==> config.mk <==
export PLATFORM = sky130hd
export DESIGN_NAME = key_counter_ctrl
export DESIGN_NICKNAME = d
export VERILOG_FILES = /design/src/rtl/key_counter_ctrl.sv
export SDC_FILE = /design/constraint.sdc
export NUM_CORES = 1
export LEC_CHECK = 0
export ABC_AREA = 1
export BUFFER_PORTS_ARGS = -buffer_cell sky130_fd_sc_hd__buf_2
export CORE_AREA = 4 4 41 43
export CTS_CLUSTER_SIZE = 14
export DETAILED_ROUTE_END_ITERATION = 7
export DIE_AREA = 0 0 45 47
export PLACE_DENSITY = 0.78
export SYNTH_ARGS = -nofsm -noshare
export SYNTH_HDL_FRONTEND = slang
export SYNTH_SLANG_ARGS = --single-unit
==> constraint.sdc <==
create_clock -name clk_50mhz -period 1.5 [get_ports clk_50mhz]
set_input_delay 0.3 -clock clk_50mhz [delete_from_list [all_inputs] [get_ports clk_50mhz]]
set_output_delay 0.3 -clock clk_50mhz [all_outputs]
set_load 0.02 [all_outputs]
==> src/rtl/key_counter_ctrl.sv <==
// Up/down event counter driven by debounced key flag/state pairs: clear key, saturate-or-wrap,
// ovf/unf pulses, active-low LED drive. Hold-to-auto-repeat is built when KEY_COUNTER_REPEAT_EN is defined.
module key_counter_ctrl #(
    parameter int unsigned WIDTH         = 4,
    parameter bit          SATURATE      = 1'b0,
    parameter int unsigned INIT_VAL      = 0,
    parameter int unsigned REPEAT_DELAY  = 25000000,
    parameter int unsigned REPEAT_PERIOD = 5000000
) (
    input  logic             clk_50mhz,
    input  logic             rst,
    input  logic             key_flag_up,
    input  logic             key_state_up,
    input  logic             key_flag_dn,
    input  logic             key_state_dn,
    input  logic             key_flag_clr,
    input  logic             key_state_clr,
    output logic [WIDTH-1:0] count,
    output logic [WIDTH-1:0] leds,
    output logic             ovf,
    output logic             unf
);
    localparam logic [WIDTH-1:0] MAX_VAL  = '1;
    localparam logic [WIDTH-1:0] INIT_CNT = WIDTH'(INIT_VAL);

    logic press_up;
    logic press_dn;
    logic press_clr;
    logic rep_tick_c;
    logic rep_dn_c;

    assign press_up  = key_flag_up  & ~key_state_up;
    assign press_dn  = key_flag_dn  & ~key_state_dn;
    assign press_clr = key_flag_clr & ~key_state_clr;

`ifdef KEY_COUNTER_REPEAT_EN
    localparam int unsigned TIMER_W = 32;
    localparam logic [TIMER_W-1:0] DELAY_LAST  = TIMER_W'(REPEAT_DELAY - 1);
    localparam logic [TIMER_W-1:0] PERIOD_LAST = TIMER_W'(REPEAT_PERIOD - 1);

    typedef enum logic [1:0] {ST_IDLE, ST_DELAY, ST_REPEAT} state_t;

    state_t               state_q;
    state_t               state_d;
    logic                 dir_q;
    logic                 dir_d;
    logic [TIMER_W-1:0]   timer_q;
    logic [TIMER_W-1:0]   timer_d;
    logic                 release_up;
    logic                 release_dn;
    logic                 dir_release;

    assign release_up  = key_flag_up & key_state_up;
    assign release_dn  = key_flag_dn & key_state_dn;
    assign dir_release = dir_q ? release_dn : release_up;

    // Repeat FSM state register; dir_q = 1 means the held key is the down key.
    always_ff @(posedge clk_50mhz) begin
        if (rst) begin
            state_q <= ST_IDLE;
            dir_q   <= 1'b0;
            timer_q <= '0;
        end else begin
            state_q <= state_d;
            dir_q   <= dir_d;
            timer_q <= timer_d;
        end
    end

    // Next state: timer/release handling first, then key presses override it.
    always_comb begin
        state_d = state_q;
        dir_d   = dir_q;
        timer_d = timer_q;
        case (state_q)
            ST_DELAY, ST_REPEAT: begin
                if (dir_release) begin
                    state_d = ST_IDLE;
                    timer_d = '0;
                end else if (rep_tick_c) begin
                    state_d = ST_REPEAT;
                    timer_d = '0;
                end else begin
                    timer_d = timer_q + TIMER_W'(1);
                end
            end
            default: timer_d = '0;
        endcase
        if (press_clr || (press_up && press_dn)) begin
            state_d = ST_IDLE;
            timer_d = '0;
        end else if (press_up || press_dn) begin
            state_d = ST_DELAY;
            dir_d   = press_dn;
            timer_d = '0;
        end
    end

    // Repeat tick outputs; a release of the held key in the same cycle suppresses the tick.
    always_comb begin
        rep_tick_c = 1'b0;
        rep_dn_c   = dir_q;
        if (!dir_release) begin
            case (state_q)
                ST_DELAY:  rep_tick_c = (timer_q == DELAY_LAST);
                ST_REPEAT: rep_tick_c = (timer_q == PERIOD_LAST);
                default:   rep_tick_c = 1'b0;
            endcase
        end
    end
`else
    assign rep_tick_c = 1'b0;
    assign rep_dn_c   = 1'b0;
`endif

    logic             do_up;
    logic             do_dn;
    logic             do_clr;
    logic [WIDTH-1:0] count_d;
    logic             ovf_d;
    logic             unf_d;

    // Event priority: clear > both directions > single press > repeat tick.
    always_comb begin
        do_up  = 1'b0;
        do_dn  = 1'b0;
        do_clr = 1'b0;
        if (press_clr) begin
            do_clr = 1'b1;
        end else if (press_up && press_dn) begin
            do_clr = 1'b0;
        end else if (press_up) begin
            do_up = 1'b1;
        end else if (press_dn) begin
            do_dn = 1'b1;
        end else if (rep_tick_c) begin
            do_dn = rep_dn_c;
            do_up = ~rep_dn_c;
        end
    end

    always_comb begin
        count_d = count;
        ovf_d   = 1'b0;
        unf_d   = 1'b0;
        if (do_clr) begin
            count_d = INIT_CNT;
        end else if (do_up) begin
            ovf_d   = (count == MAX_VAL);
            count_d = (ovf_d && SATURATE) ? count : count + WIDTH'(1);
        end else if (do_dn) begin
            unf_d   = (count == '0);
            count_d = (unf_d && SATURATE) ? count : count - WIDTH'(1);
        end
    end

    always_ff @(posedge clk_50mhz) begin
        if (rst) begin
            count <= INIT_CNT;
            leds  <= ~INIT_CNT;
            ovf   <= 1'b0;
            unf   <= 1'b0;
        end else begin
            count <= count_d;
            leds  <= ~count_d;
            ovf   <= ovf_d;
            unf   <= unf_d;
        end
    end
endmodule
==> results.md, run 1 <==
Run status:
- The run finished with clean final reports.

Global routing:
- Across every metal layer, demand over resource in global routing totals 12.1%.
- After global routing the overflow that remains totals 0.
- The global-route wire length before repair is 1820 µm.
- The number of global-route vias before repair is 455.
- Entering global routing, the biggest net connects 7 pins.
- The initial antenna violation count is 0.

Clock network:
- In this run the post-CTS setup repair buffer count came out at 0.
- Buffers inserted to repair hold after CTS numbered 0.
- The number of clock buffers added by TritonCTS is 3.
- The clock drives 10 sinks.
- The buffer type at the clock tree root is sky130_fd_sc_hd__clkbuf_4.
- Clock-pin slew was measured on the worst setup and hold paths at 80 ps.
- The maximum count of clock buffers along a single path is 2.
- The clock tree from TritonCTS is done.
- The deepest level of the CTS H-tree is 1.
- For the worst-skew pair, the clock arrives at the later sink with an insertion delay of 270 ps.
- Gates resized during post-CTS repair numbered 0.

STA:
- The max-slew headroom at the worst pin is 84.3%.
- For this run, the top clock speed supported by timing is 780 MHz.
- Setup repair after global routing left no endpoint under its margin.
- For the final routed database, the setup TNS stands at 0 ps.
- The measured slew at the worst slew-check pin is 235 ps.
- The final critical path time including I/O delays and setup is 1280 ps.
- The share of the cycle needed by the critical path after routing is 85.4%.
- Setup violations remaining at the end of the flow were counted as 0.
- The count of pins over their slew limit is 0.
- The maximum clock skew at final layout is 6.98 ps.
- The final hold violation count came to 0.

Floorplanning:
- The core area is 1300 µm².
- The die is 47 µm tall.
- The row count is 13.
- The top-level I/O count is 18.
- The effective utilization at floorplan is 42.7%.
- The die is 45 µm wide.
- The total die area is 2120 µm².

Power and ir drop:
- The switching component of the power is 204 µW.
- The leakage power summed over all cells is 0.399 nW.
- The sequential share of power is 42.5%.
- The switching share of power is 29.7%.
- The clock share of power is 36.5%.
- The cell-internal power is 483 µW.
- The worst supply voltage drop on vdd is 0.450 mV.
- In this run, the combinational gates consume 20.9% of the power.
- Power spread over the standard cell area amounts to 977 nW/µm².

Logic synthesis:
- In this run the mean area of a mapped cell was 8.29 µm².
- The cell count after synthesis is 67.
- Yosys mapped the design onto 18 distinct sky130hd cell types.
- The total number of yosys warnings is 0.
- The number of nets in the synthesized netlist is 77.
- Sequential cells were found to cover 36.0% of the synthesized design area.
- The synthesized netlist occupies a cell area of 556 µm².
- The count of state elements after synthesis is 10.

Final layout:
- The final instance count without filler cells is 104.
- The area growth from synthesis to layout is 26.6%.
- Summing all non-filler instances in the final layout gives an area of 703 µm².
- Of the cells placed in the final design, the portion with a size suffix greater than 1 is 52.8%.
- The repair_antennas step left the layout with diodes totalling 0.
- The number of nets in the finished design is 100.

Drt:
- Once detail routing completed, the nets flagged for antenna violations numbered 0.
- The DRC marker count from the first detailed-route iteration is 10.
- The number of optimization iterations in the first detailed-route pass is 4.
- After detailed routing, the number of remaining DRC violations is 0.
- The detail-routed via count per cell is 4.44.
- Dividing the detail-routed wire length by the instance count gives 9.55 µm.
- The overall routed net length is 993 µm.
- The final route contains 462 vias.

Critical path:
- The end of the critical path is count[1]$_SDFF_PP0_.
- For the worst setup path, the data arrival time is 1460 ps.
- In this run the register-to-register setup slack is 220 ps.
- The maximum fanout along the worst path is 6.
- The endpoint of the worst-slack reg-to-reg timing path is count[1]$_SDFF_PP0_.
- The start of the worst register-to-register path is count[1]$_SDFF_PP0_.
- The depth of the worst register-to-register path is 6.
- The nature of the critical path startpoint is a flip-flop.
- The critical path starts at count[1]$_SDFF_PP0_.
- The critical path required time is 1680 ps.
- The class of the most critical setup path is flip-flop to flip-flop.
- The category of the worst setup path capture point is a flip-flop.

Placement:
- The number of cells after detailed placement is 100.
- The port buffer count is 17.
- The final weighted congestion of routability-driven global placement is 0.793.
- The post-place instance area is 667 µm².
- Summed over all nets, the half-perimeter wirelength after detailed placement is 794 µm.

Run:
- The total of max-cap violations is 0.

Hold path:
- In this run the worst hold path is classified as input pin to flip-flop.
[logic make-up after synthesis]
logic type                 count (synthesis)  share of synthesized area [%]
adders and majority gates                  2                           4.50
and+or+nand+nor                           34                           40.8
DFF                                       10                           36.0
buffers and inverters                     17                           11.5
AOI/OAI and AO/OA                          2                           2.70
xor gates and xnor gates                   2                           4.51
[critical path: stages (launching register included)]
cell and delay (ps):
sky130_fd_sc_hd__dfxtp_1 410, sky130_fd_sc_hd__inv_1 70, sky130_fd_sc_hd__ha_1 280, sky130_fd_sc_hd__o31ai_1 240, sky130_fd_sc_hd__inv_1 70, sky130_fd_sc_hd__nand2_1 80, sky130_fd_sc_hd__inv_1 40
[sequential cells by signal, indices dropped and copies added (netlist names)]
signal,flops
unf,1
ovf,1
count,4
leds,4
[layout make-up]
class	count	area (µm²)
sequential	10	200
fill	130	598
clock buffer	4	36.3
timing repair buffer	18	92.6
multi-input combinational	40	292
inverter	17	63.8
tap	15	18.8
[how the worst min path moves through the flow]
stage                     depth (start not counted)  slack, ps           startpoint              to
final                                             2        250                  rst  ovf$_SDFF_PP0_
after global routing                              2        260                  rst  ovf$_SDFF_PP0_
after CTS                                         2        250                  rst  ovf$_SDFF_PP0_
after detailed placement                          1        540  count[3]$_SDFF_PP0_  unf$_SDFF_PP0_
after global placement                            1        540  count[3]$_SDFF_PP0_  unf$_SDFF_PP0_
after floorplan                                   1        370                  rst  ovf$_SDFF_PP0_
[cell usage after synthesis]
| cell | count | area [µm²] |
|---|---|---|
| sky130_fd_sc_hd__dfxtp_1 | 10 | 200 |
| sky130_fd_sc_hd__ha_1 | 2 | 25.0 |
| sky130_fd_sc_hd__inv_1 | 11 | 41.3 |
| sky130_fd_sc_hd__inv_2 | 6 | 22.5 |
| sky130_fd_sc_hd__nand2_1 | 12 | 45.0 |
| sky130_fd_sc_hd__nand2_2 | 7 | 43.8 |
| sky130_fd_sc_hd__nand2_4 | 1 | 11.3 |
| sky130_fd_sc_hd__nand3_1 | 3 | 15.0 |
| sky130_fd_sc_hd__nand3_2 | 3 | 30.0 |
| sky130_fd_sc_hd__nand3_4 | 1 | 17.5 |
| sky130_fd_sc_hd__nor2_1 | 1 | 3.75 |
| sky130_fd_sc_hd__nor2_2 | 2 | 12.5 |
| sky130_fd_sc_hd__nor2_4 | 2 | 22.5 |
| sky130_fd_sc_hd__nor4_2 | 2 | 25.0 |
| sky130_fd_sc_hd__o211ai_1 | 1 | 7.51 |
| sky130_fd_sc_hd__o31ai_1 | 1 | 7.51 |
| sky130_fd_sc_hd__xor2_1 | 1 | 8.76 |
| sky130_fd_sc_hd__xor2_2 | 1 | 16.3 |
[routing by layer]
layer	wire, µm	part of all wire, %	vias to the layer above	global-route usage (%)
li1	-	-	245	-
met1	431	43	202	14.5
met2	493	50	12	20.1
met3	55	5.5	3	3.45
met4	12	1.2	0	5.26
met5	0	0	-	0
[cell usage in the layout, fill, tap and decap left out]
master / n
sky130_fd_sc_hd__nor4_2: 2
sky130_fd_sc_hd__nor2_4: 2
sky130_fd_sc_hd__ha_1: 2
sky130_fd_sc_hd__xor2_2: 1
sky130_fd_sc_hd__xor2_1: 1
sky130_fd_sc_hd__clkbuf_4: 3
sky130_fd_sc_hd__dfxtp_1: 10
sky130_fd_sc_hd__nand3_1: 3
sky130_fd_sc_hd__nor2_2: 2
sky130_fd_sc_hd__nor2_1: 1
sky130_fd_sc_hd__o31ai_1: 1
sky130_fd_sc_hd__clkbuf_8: 1
sky130_fd_sc_hd__nand3_4: 1
sky130_fd_sc_hd__inv_2: 6
sky130_fd_sc_hd__nand2_4: 1
sky130_fd_sc_hd__nand3_2: 3
sky130_fd_sc_hd__inv_1: 11
sky130_fd_sc_hd__buf_4: 1
sky130_fd_sc_hd__nand2_1: 12
sky130_fd_sc_hd__nand2_2: 7
sky130_fd_sc_hd__o211ai_1: 1
sky130_fd_sc_hd__buf_2: 17
[per-stage QoR]
| step | util (%) | worst slack [ps] | hold WS, ps | power, mW |
|---|---|---|---|---|
| 2_1_floorplan | - | 68.7 | 373 | 0.399 |
| 3_3_place_gp | 51.2 | 274 | 543 | 0.440 |
| 3_5_place_dp | 51.2 | 228 | 545 | 0.443 |
| 4_1_cts | 54.0 | 214 | 253 | 0.698 |
| 5_1_grt | 54.0 | 3.71 | 265 | 0.729 |
| 6_report | 54.0 | 218 | 253 | 0.687 |
[power groups by stage]
stage / sequential (mW) / combinational [mW] / clock, mW
finish: 0.292 / 0.144 / 0.251
global route: 0.294 / 0.163 / 0.272
CTS: 0.292 / 0.146 / 0.261
detailed placement: 0.298 / 0.145 / 0
global placement: 0.298 / 0.142 / 0
floorplan: 0.320 / 0.0793 / 0
(Power assumes the default switching activity.)
==> run 2, diff against run 1 <==
--- a/config.mk
+++ b/config.mk
@@ -11,7 +11,7 @@
 export CTS_CLUSTER_SIZE = 14
 export DETAILED_ROUTE_END_ITERATION = 7
 export DIE_AREA = 0 0 45 47
-export PLACE_DENSITY = 0.78
+export PLACE_DENSITY = 0.67
 export SYNTH_ARGS = -nofsm -noshare
 export SYNTH_HDL_FRONTEND = slang
 export SYNTH_SLANG_ARGS = --single-unit
==> results.md, run 2 (same netlist as run 1, synthesis figures left out) <==
Run status:
- Status: complete, no violations (unchanged).

Critical path:
- The maximum fanout along the worst path is 6 (unchanged).
- The nature of the critical path startpoint is a flip-flop (unchanged).
- The class of the most critical setup path is flip-flop to flip-flop (unchanged).
- The category of the worst setup path capture point is a flip-flop (unchanged).
- The depth of the worst register-to-register path is 6 (unchanged).
- The arrival time of data at the critical path endpoint came to 1440 ps (was 1460 ps).
- The critical path required time is 1660 ps (was 1680 ps).

STA:
- The final-layout setup total negative slack is 0 ps (unchanged).
- The final hold violation count was 0 (unchanged).
- The max-slew headroom at the worst pin was 83.2% (was 84.3%).
- The final critical path time including I/O delays and setup came to 1280 ps (about the same).
- The measured slew at the worst slew-check pin is 252 ps (was 235 ps).
- The maximum clock skew at final layout is 0.762 ps (was 6.98 ps).
- The maximum achievable frequency came to 782 MHz (was 780 MHz).
- The count of pins over their slew limit is 0 (unchanged).
- Setup repair after global routing missed its margin: false (unchanged).
- The share of the cycle needed by the critical path after routing is 85.3% (was 85.4%).
- The number of endpoints failing setup at the final stage is 0 (unchanged).

Drt:
- The overall routed net length was 987 µm (was 993 µm).
- The routed wirelength normalized by instance count is 9.58 µm (was 9.55 µm).
- The remaining antenna violation count was 0 (unchanged).
- The total number of vias came to 460 (was 462).
- The detail-routed via count per cell came to 4.47 (was 4.44).
- The remaining routing DRC violations was 0 (unchanged).
- The number of optimization iterations in the first detailed-route pass is 2 (was 4).
- The DRC marker count from the first detailed-route iteration is 5 (was 10).

Power and ir drop:
- The leakage power summed over all cells came to 0.392 nW (was 0.399 nW).
- The total power density per cell area is 884 nW/µm² (was 977 nW/µm²).
- The worst supply voltage drop on vdd is 0.649 mV (was 0.450 mV).

Placement:
- The post-DP HPWL is 813 µm (was 794 µm).
- The number of cells after detailed placement is 100 (unchanged).
- The port buffer count is 17 (unchanged).
- The final weighted congestion of routability-driven global placement is 0.811 (was 0.793).

Floorplanning:
- The top-level I/O count is 18 (unchanged).
- The core area is 1300 µm² (unchanged).
- The die extent in y was 47 µm (unchanged).
- The chip width is 45 µm (unchanged).
- The total die area is 2120 µm² (unchanged).
- The effective utilization at floorplan is 42.7% (unchanged).
- The row count is 13 (unchanged).

Clock network:
- The post-cts hold buffer count is 0 (unchanged).
- The insertion delay of the later-clocked pin in the worst-skew pair is 260 ps (was 270 ps).
- The clock tree from TritonCTS is done (unchanged).
- The number of buffers created by CTS was 3 (unchanged).
- The deepest level of the CTS H-tree is 1 (unchanged).
- The maximum count of clock buffers along a single path came to 2 (unchanged).
- The clock-pin slew on the worst setup and hold paths is 60 ps (was 80 ps).
- The buffer type at the clock tree root is sky130_fd_sc_hd__clkbuf_4 (unchanged).
- The count of clock tree sinks is 10 (unchanged).
- The buffer count from post-CTS setup fixing is 0 (unchanged).
- The number of gates resized after cts is 0 (unchanged).

Final layout:
- The share of final-layout standard cells stronger than drive strength 1 was 52.3% (was 52.8%).
- The final standard cell utilization of the core was 53.0% (was 54.0%).
- The commonest non-fill, non-tap cell in the layout was sky130_fd_sc_hd__buf_2 (unchanged).
- The area used by sequential logic in the layout was 200 µm² (unchanged).
- The total area of multi-input combinational cells is 292 µm² (unchanged).
- The number of fillers in the final layout came to 147 (was 130).
- The final instance count without filler cells was 103 (was 104).
- Largest registers: count: 4 flops, leds: 4 flops (unchanged).
- The antenna cell count is 0 (unchanged).
- Most frequent cells in the layout: 17 x sky130_fd_sc_hd__buf_2, 12 x sky130_fd_sc_hd__nand2_1, 11 x sky130_fd_sc_hd__inv_1 (unchanged).
- The number of nets in the finished design is 100 (unchanged).
- The area added between synthesis and finish is 24.1% (was 26.6%).

Hold path:
- The number of cells traversed by the worst hold path was 2 (unchanged).
- The type of the worst min-delay path is input pin to flip-flop (unchanged).

Global routing:
- The initial antenna violation count came to 0 (unchanged).
- The global-route wire length before repair is 1750 µm (was 1820 µm).
- The pin count of the biggest net entering global routing is 7 (unchanged).
- The all-layer global routing usage was 11.8% (was 12.1%).
- The total congestion overflow after global routing was 0 (unchanged).
- The number of global-route vias before repair is 423 (was 455).

Run:
- The total of max-cap violations is 0 (unchanged).
run 2: changes by cell type in the layout (fill, tap and decap cells not counted):
cell	delta
sky130_fd_sc_hd__clkbuf_8	-1
run 2: power by group:
part / leakage (nW) / total (mW) / internal, mW / switching (mW)
Sequential: 0.0818 / 0.293 / 0.281 / 0.0111
Clock: 0.0138 / 0.173 / 0.0921 / 0.0805
Combinational: 0.297 / 0.144 / 0.0540 / 0.0899
run 2: area by class of cell:
cell class | count | share of cell area [%]
multi-input cells | 40 | 42.3
flip-flops and latches | 10 | 29.0
well taps | 15 | 2.72
repair buffers | 18 | 13.4
clock buffers | 3 | 3.27
inverters | 17 | 9.26
run 2: final timing paths:
kind,endpoint,startpoint,slack [ps]
setup / recovery,count[1]$_SDFF_PP0_,count[1]$_SDFF_PP0_,220
setup reg to reg,count[1]$_SDFF_PP0_,count[1]$_SDFF_PP0_,220
hold reg to reg,unf$_SDFF_PP0_,count[3]$_SDFF_PP0_,550
hold / removal,ovf$_SDFF_PP0_,rst,280
run 2: layer usage:
layer / routed length [µm] / track usage, %
met3: 77 / 5.75
met2: 465 / 17.8
met5: 0 / 0
met4: 0 / 5.26
met1: 443 / 14.3
run 2: worst max-delay path: stages (launching register included):
cell	delay, ps
sky130_fd_sc_hd__dfxtp_1	400
sky130_fd_sc_hd__inv_1	60
sky130_fd_sc_hd__ha_1	280
sky130_fd_sc_hd__o31ai_1	250
sky130_fd_sc_hd__inv_1	60
sky130_fd_sc_hd__nand2_1	80
sky130_fd_sc_hd__inv_1	40
run 2: stage by stage:
step / hold slack [ps] / power [mW] / cell area (µm²) / worst slack [ps]
4_1_cts: 267 / 0.622 / 689 / 219
2_1_floorplan: 373 / 0.399 / 556 / 68.7
5_1_grt: 272 / 0.658 / 689 / 55.6
3_3_place_gp: 543 / 0.441 / 667 / 271
6_report: 277 / 0.609 / 689 / 221
3_5_place_dp: 538 / 0.443 / 667 / 237
==> run 3, diff against run 2 <==
--- a/config.mk
+++ b/config.mk
@@ -5,13 +5,13 @@
 export SDC_FILE = /design/constraint.sdc
 export NUM_CORES = 1
 export LEC_CHECK = 0
-export ABC_AREA = 1
 export BUFFER_PORTS_ARGS = -buffer_cell sky130_fd_sc_hd__buf_2
 export CORE_AREA = 4 4 41 43
 export CTS_CLUSTER_SIZE = 14
 export DETAILED_ROUTE_END_ITERATION = 7
 export DIE_AREA = 0 0 45 47
-export PLACE_DENSITY = 0.67
+export GPL_TIMING_DRIVEN = 0
+export PLACE_DENSITY = 0.6
 export SYNTH_ARGS = -nofsm -noshare
 export SYNTH_HDL_FRONTEND = slang
 export SYNTH_SLANG_ARGS = --single-unit
==> results.md, run 3 <==
Placement:
- The post-DP HPWL was 755 µm (was 813 µm).
- The port buffer count is 17 (unchanged).
- The final weighted congestion of routability-driven global placement is 0.686 (was 0.811).
- The worst-case setup slack after placement was -129 ps (was 237 ps).

Final layout:
- The commonest non-fill, non-tap cell in the layout is sky130_fd_sc_hd__buf_2 (unchanged).
- The final standard cell utilization of the core is 48.5% (was 53.0%).
- The number of nets in the finished design came to 80 (was 100).
- Most frequent cells in the layout: 17 x sky130_fd_sc_hd__buf_2, 7 x sky130_fd_sc_hd__dfxtp_1, 4 x sky130_fd_sc_hd__nor3_1 (was 17 x sky130_fd_sc_hd__buf_2, 12 x sky130_fd_sc_hd__nand2_1, 11 x sky130_fd_sc_hd__inv_1).
- The share of final-layout standard cells stronger than drive strength 1 is 42.0% (was 52.3%).
- The area used by sequential logic in the layout is 206 µm² (was 200 µm²).
- The area added between synthesis and finish is 31.9% (was 24.1%).
- The number of fillers in the final layout was 136 (was 147).
- The total area of multi-input combinational cells is 277 µm² (was 292 µm²).
- The antenna cell count came to 0 (unchanged).
- Largest registers: count: 4 flops, leds: 4 flops (unchanged).

Logic synthesis:
- The share of Yosys cell area claimed by the top area cell type came to 41.9% (was 36.0%).
- Most instantiated cells after synthesis: 10 x sky130_fd_sc_hd__dfxtp_1, 4 x sky130_fd_sc_hd__nor3_1, 3 x sky130_fd_sc_hd__nand4_1, 3 x sky130_fd_sc_hd__nor2_1 (was 12 x sky130_fd_sc_hd__nand2_1, 11 x sky130_fd_sc_hd__inv_1, 10 x sky130_fd_sc_hd__dfxtp_1, 7 x sky130_fd_sc_hd__nand2_2, 6 x sky130_fd_sc_hd__inv_2).
- The count of flip-flops with a built-in enable after synthesis is 0 (unchanged).
- The average size of a mapped cell came to 9.96 µm² (was 8.29 µm²).
- The cell count after synthesis came to 48 (was 67).
- The largest area contributor in the synthesized netlist was sky130_fd_sc_hd__dfxtp_1 (unchanged).
- The portion of the post-synthesis area used by sequential elements is 41.9% (was 36.0%).
- The number of distinct library cell variants in the gate-level netlist after synthesis is 24 (was 18).
- The count of state elements after synthesis is 10 (unchanged).
- The most common cell in the netlist is sky130_fd_sc_hd__dfxtp_1 (was sky130_fd_sc_hd__nand2_1).
- Largest cells by area after synthesis: sky130_fd_sc_hd__dfxtp_1 42%, sky130_fd_sc_hd__a2111oi_4 5.8%, sky130_fd_sc_hd__ha_1 5.2% (was sky130_fd_sc_hd__dfxtp_1 36%, sky130_fd_sc_hd__nand2_1 8.1%, sky130_fd_sc_hd__nand2_2 7.9%).
- The cell area after synthesis is 478 µm² (was 556 µm²).
- The async set or reset register ratio after synthesis came to 0% (unchanged).
- The total number of yosys warnings is 0 (unchanged).
- The number of nets in the synthesized netlist is 58 (was 77).
- The prevailing post-synth register cell is sky130_fd_sc_hd__dfxtp_1 (unchanged).

STA:
- The final-layout setup total negative slack was 0 ps (unchanged).
- The least setup slack across all paths after layout is 66.5 ps (was 221 ps).
- The maximum clock skew at final layout is 3.54 ps (was 0.762 ps).
- The measured slew at the worst slew-check pin is 441 ps (was 252 ps).
- The final hold violation count is 0 (unchanged).
- The number of endpoints failing setup at the final stage came to 0 (unchanged).
- The max-slew headroom at the worst pin is 70.4% (was 83.2%).
- The maximum achievable frequency is 698 MHz (was 782 MHz).
- The count of pins over their slew limit was 0 (unchanged).
- The share of the cycle needed by the critical path after routing came to 95.6% (was 85.3%).
- The final critical path time including I/O delays and setup is 1430 ps (was 1280 ps).

Global routing:
- The global-route wire length before repair is 1550 µm (was 1750 µm).
- The initial antenna violation count is 0 (unchanged).
- The number of global-route vias before repair is 376 (was 423).
- The total congestion overflow after global routing was 0 (unchanged).
- The pin count of the biggest net entering global routing came to 8 (was 7).
- The all-layer global routing usage is 10.5% (was 11.8%).

Floorplanning:
- The chip width is 45 µm (unchanged).
- The core area is 1300 µm² (unchanged).
- The total die area is 2120 µm² (unchanged).
- The die extent in y is 47 µm (unchanged).
- The effective utilization at floorplan came to 36.7% (was 42.7%).
- The top-level I/O count was 18 (unchanged).
- The row count came to 13 (unchanged).

Critical path:
- The maximum fanout along the worst path is 7 (was 6).
- The end of the critical path is count[3]$_SDFF_PP0_ (was count[1]$_SDFF_PP0_).
- The nature of the critical path startpoint is a flip-flop (unchanged).
- The arrival time of data at the critical path endpoint came to 1600 ps (was 1440 ps).
- The largest stage delay on the critical path is 440 ps (was 400 ps).
- The endpoint of the worst-slack reg-to-reg timing path is count[3]$_SDFF_PP0_ (was count[1]$_SDFF_PP0_).
- The category of the worst setup path capture point is a flip-flop (unchanged).
- Cell-by-cell listing of the critical path: nand3_1 > or4_4 > and4_1 > or2_1 (was inv_1 > ha_1 > o31ai_1 > inv_1 > nand2_1 > inv_1).
- The depth of the worst register-to-register path is 4 (was 6).
- The class of the most critical setup path was flip-flop to flip-flop (unchanged).
- The start of the worst register-to-register path is count[2]$_SDFF_PP0_ (was count[1]$_SDFF_PP0_).
- The critical path required time is 1660 ps (about the same).
- The highest-delay cell along the critical path is sky130_fd_sc_hd__or4_4 (was sky130_fd_sc_hd__dfxtp_1).
- The startpoint of the worst setup timing path is count[2]$_SDFF_PP0_ (was count[1]$_SDFF_PP0_).
- The worst reg-to-reg setup slack came to 70 ps (was 220 ps).

Drt:
- The routed metal-1 wirelength is 412 µm (was 443 µm).
- The number of optimization iterations in the first detailed-route pass came to 4 (was 2).
- The highest metal layer used by the detailed router is met4 (was met3).
- The length of routed met2 wiring was 425 µm (was 465 µm).
- The detail-routed via count per cell is 5.19 (was 4.47).
- The remaining routing DRC violations is 0 (unchanged).
- The remaining antenna violation count is 0 (unchanged).
- The DRC marker count from the first detailed-route iteration is 13 (was 5).
- The overall routed net length is 943 µm (was 987 µm).
- The routed wirelength normalized by instance count is 11.2 µm (was 9.58 µm).
- The total number of vias is 436 (was 460).
- The routed length on met3 came to 95 µm (was 77 µm).

Power and ir drop:
- The leakage power summed over all cells is 0.268 nW (was 0.392 nW).
- The worst supply voltage drop on vdd came to 0.462 mV (was 0.649 mV).
- The total power density per cell area came to 1010 nW/µm² (was 884 nW/µm²).

Clock network:
- The buffer type at the clock tree root is sky130_fd_sc_hd__clkbuf_4 (unchanged).
- The number of buffers created by CTS is 3 (unchanged).
- The insertion delay of the later-clocked pin in the worst-skew pair was 270 ps (was 260 ps).
- The deepest level of the CTS H-tree was 1 (unchanged).
- The count of clock tree sinks came to 10 (unchanged).
- The buffer count from post-CTS setup fixing was 0 (unchanged).
- The clock-pin slew on the worst setup and hold paths is 70 ps (was 60 ps).
- The maximum count of clock buffers along a single path is 2 (unchanged).
- The clock tree from TritonCTS is done (unchanged).

Hold path:
- The type of the worst min-delay path is input pin to flip-flop (unchanged).

Run:
- The total of max-cap violations is 0 (unchanged).

Run status:
- Status: complete, no violations (unchanged).
run 3: cells by family (layout without fill, tap and decap cells):
logic type	count (synthesis)	in the layout	share of synthesized area (%)
mux	1	1	2.09
flops	10	10	41.9
compound gates	5	5	12.8
fa+ha+maj	2	2	5.23
buf+inv	2	23	1.57
simple gates	28	28	36.4
run 3: final cells by class:
class / count / share of cell area (%)
Clock buffer: 4 / 5.75
Inverter: 2 / 1.19
Multi-Input combinational cell: 36 / 43.8
Sequential cell: 10 / 32.7
Tap cell: 15 / 2.98
Timing Repair Buffer: 17 / 13.5
run 3: worst max-delay path, delay by kind of cell (launching register included):
kind             cells  cell delay, ps
AND/OR/NAND/NOR      4             950
flip-flops           1             390
run 3: worst min-delay path by stage:
stage                              startpoint        endpoint  slack, ps  cells past startpoint
after CTS                                 rst  unf$_SDFF_PP0_        270                      2
after global routing                      rst  ovf$_SDFF_PP0_        300                      2
after floorplan                           rst  ovf$_SDFF_PP0_        380                      1
after global placement    count[2]$_SDFF_PP0_  ovf$_SDFF_PP0_        480                      2
final                                     rst  unf$_SDFF_PP0_        290                      2
after detailed placement  count[2]$_SDFF_PP0_  unf$_SDFF_PP0_        470                      1
run 3: repair_timing:
item,in CTS,in global routing
resized for setup,0,3
hold buffers,0,0
endpoints found under the setup margin,0,3
run 3: metrics by stage:
stage	cells	instance area, µm²	hold WS, ps	power [mW]
after CTS	84	622	270	0.646
final	84	631	294	0.637
after global routing	84	631	305	0.670
after floorplan	48	482	377	0.362
after global placement	80	586	475	0.397
after detailed placement	80	586	473	0.399
run 3: metal layers:
layer  track usage, %  vias to the layer above
met5                0                        -
met2             15.3                       13
li1                 -                      222
met4             5.26                        0
met3             6.51                        2
met1             12.0                      199
run 3: where the power goes:
part | switching (mW) | internal [mW]
registers | 0.0113 | 0.280
clock network | 0.0964 | 0.147
logic | 0.0595 | 0.0420
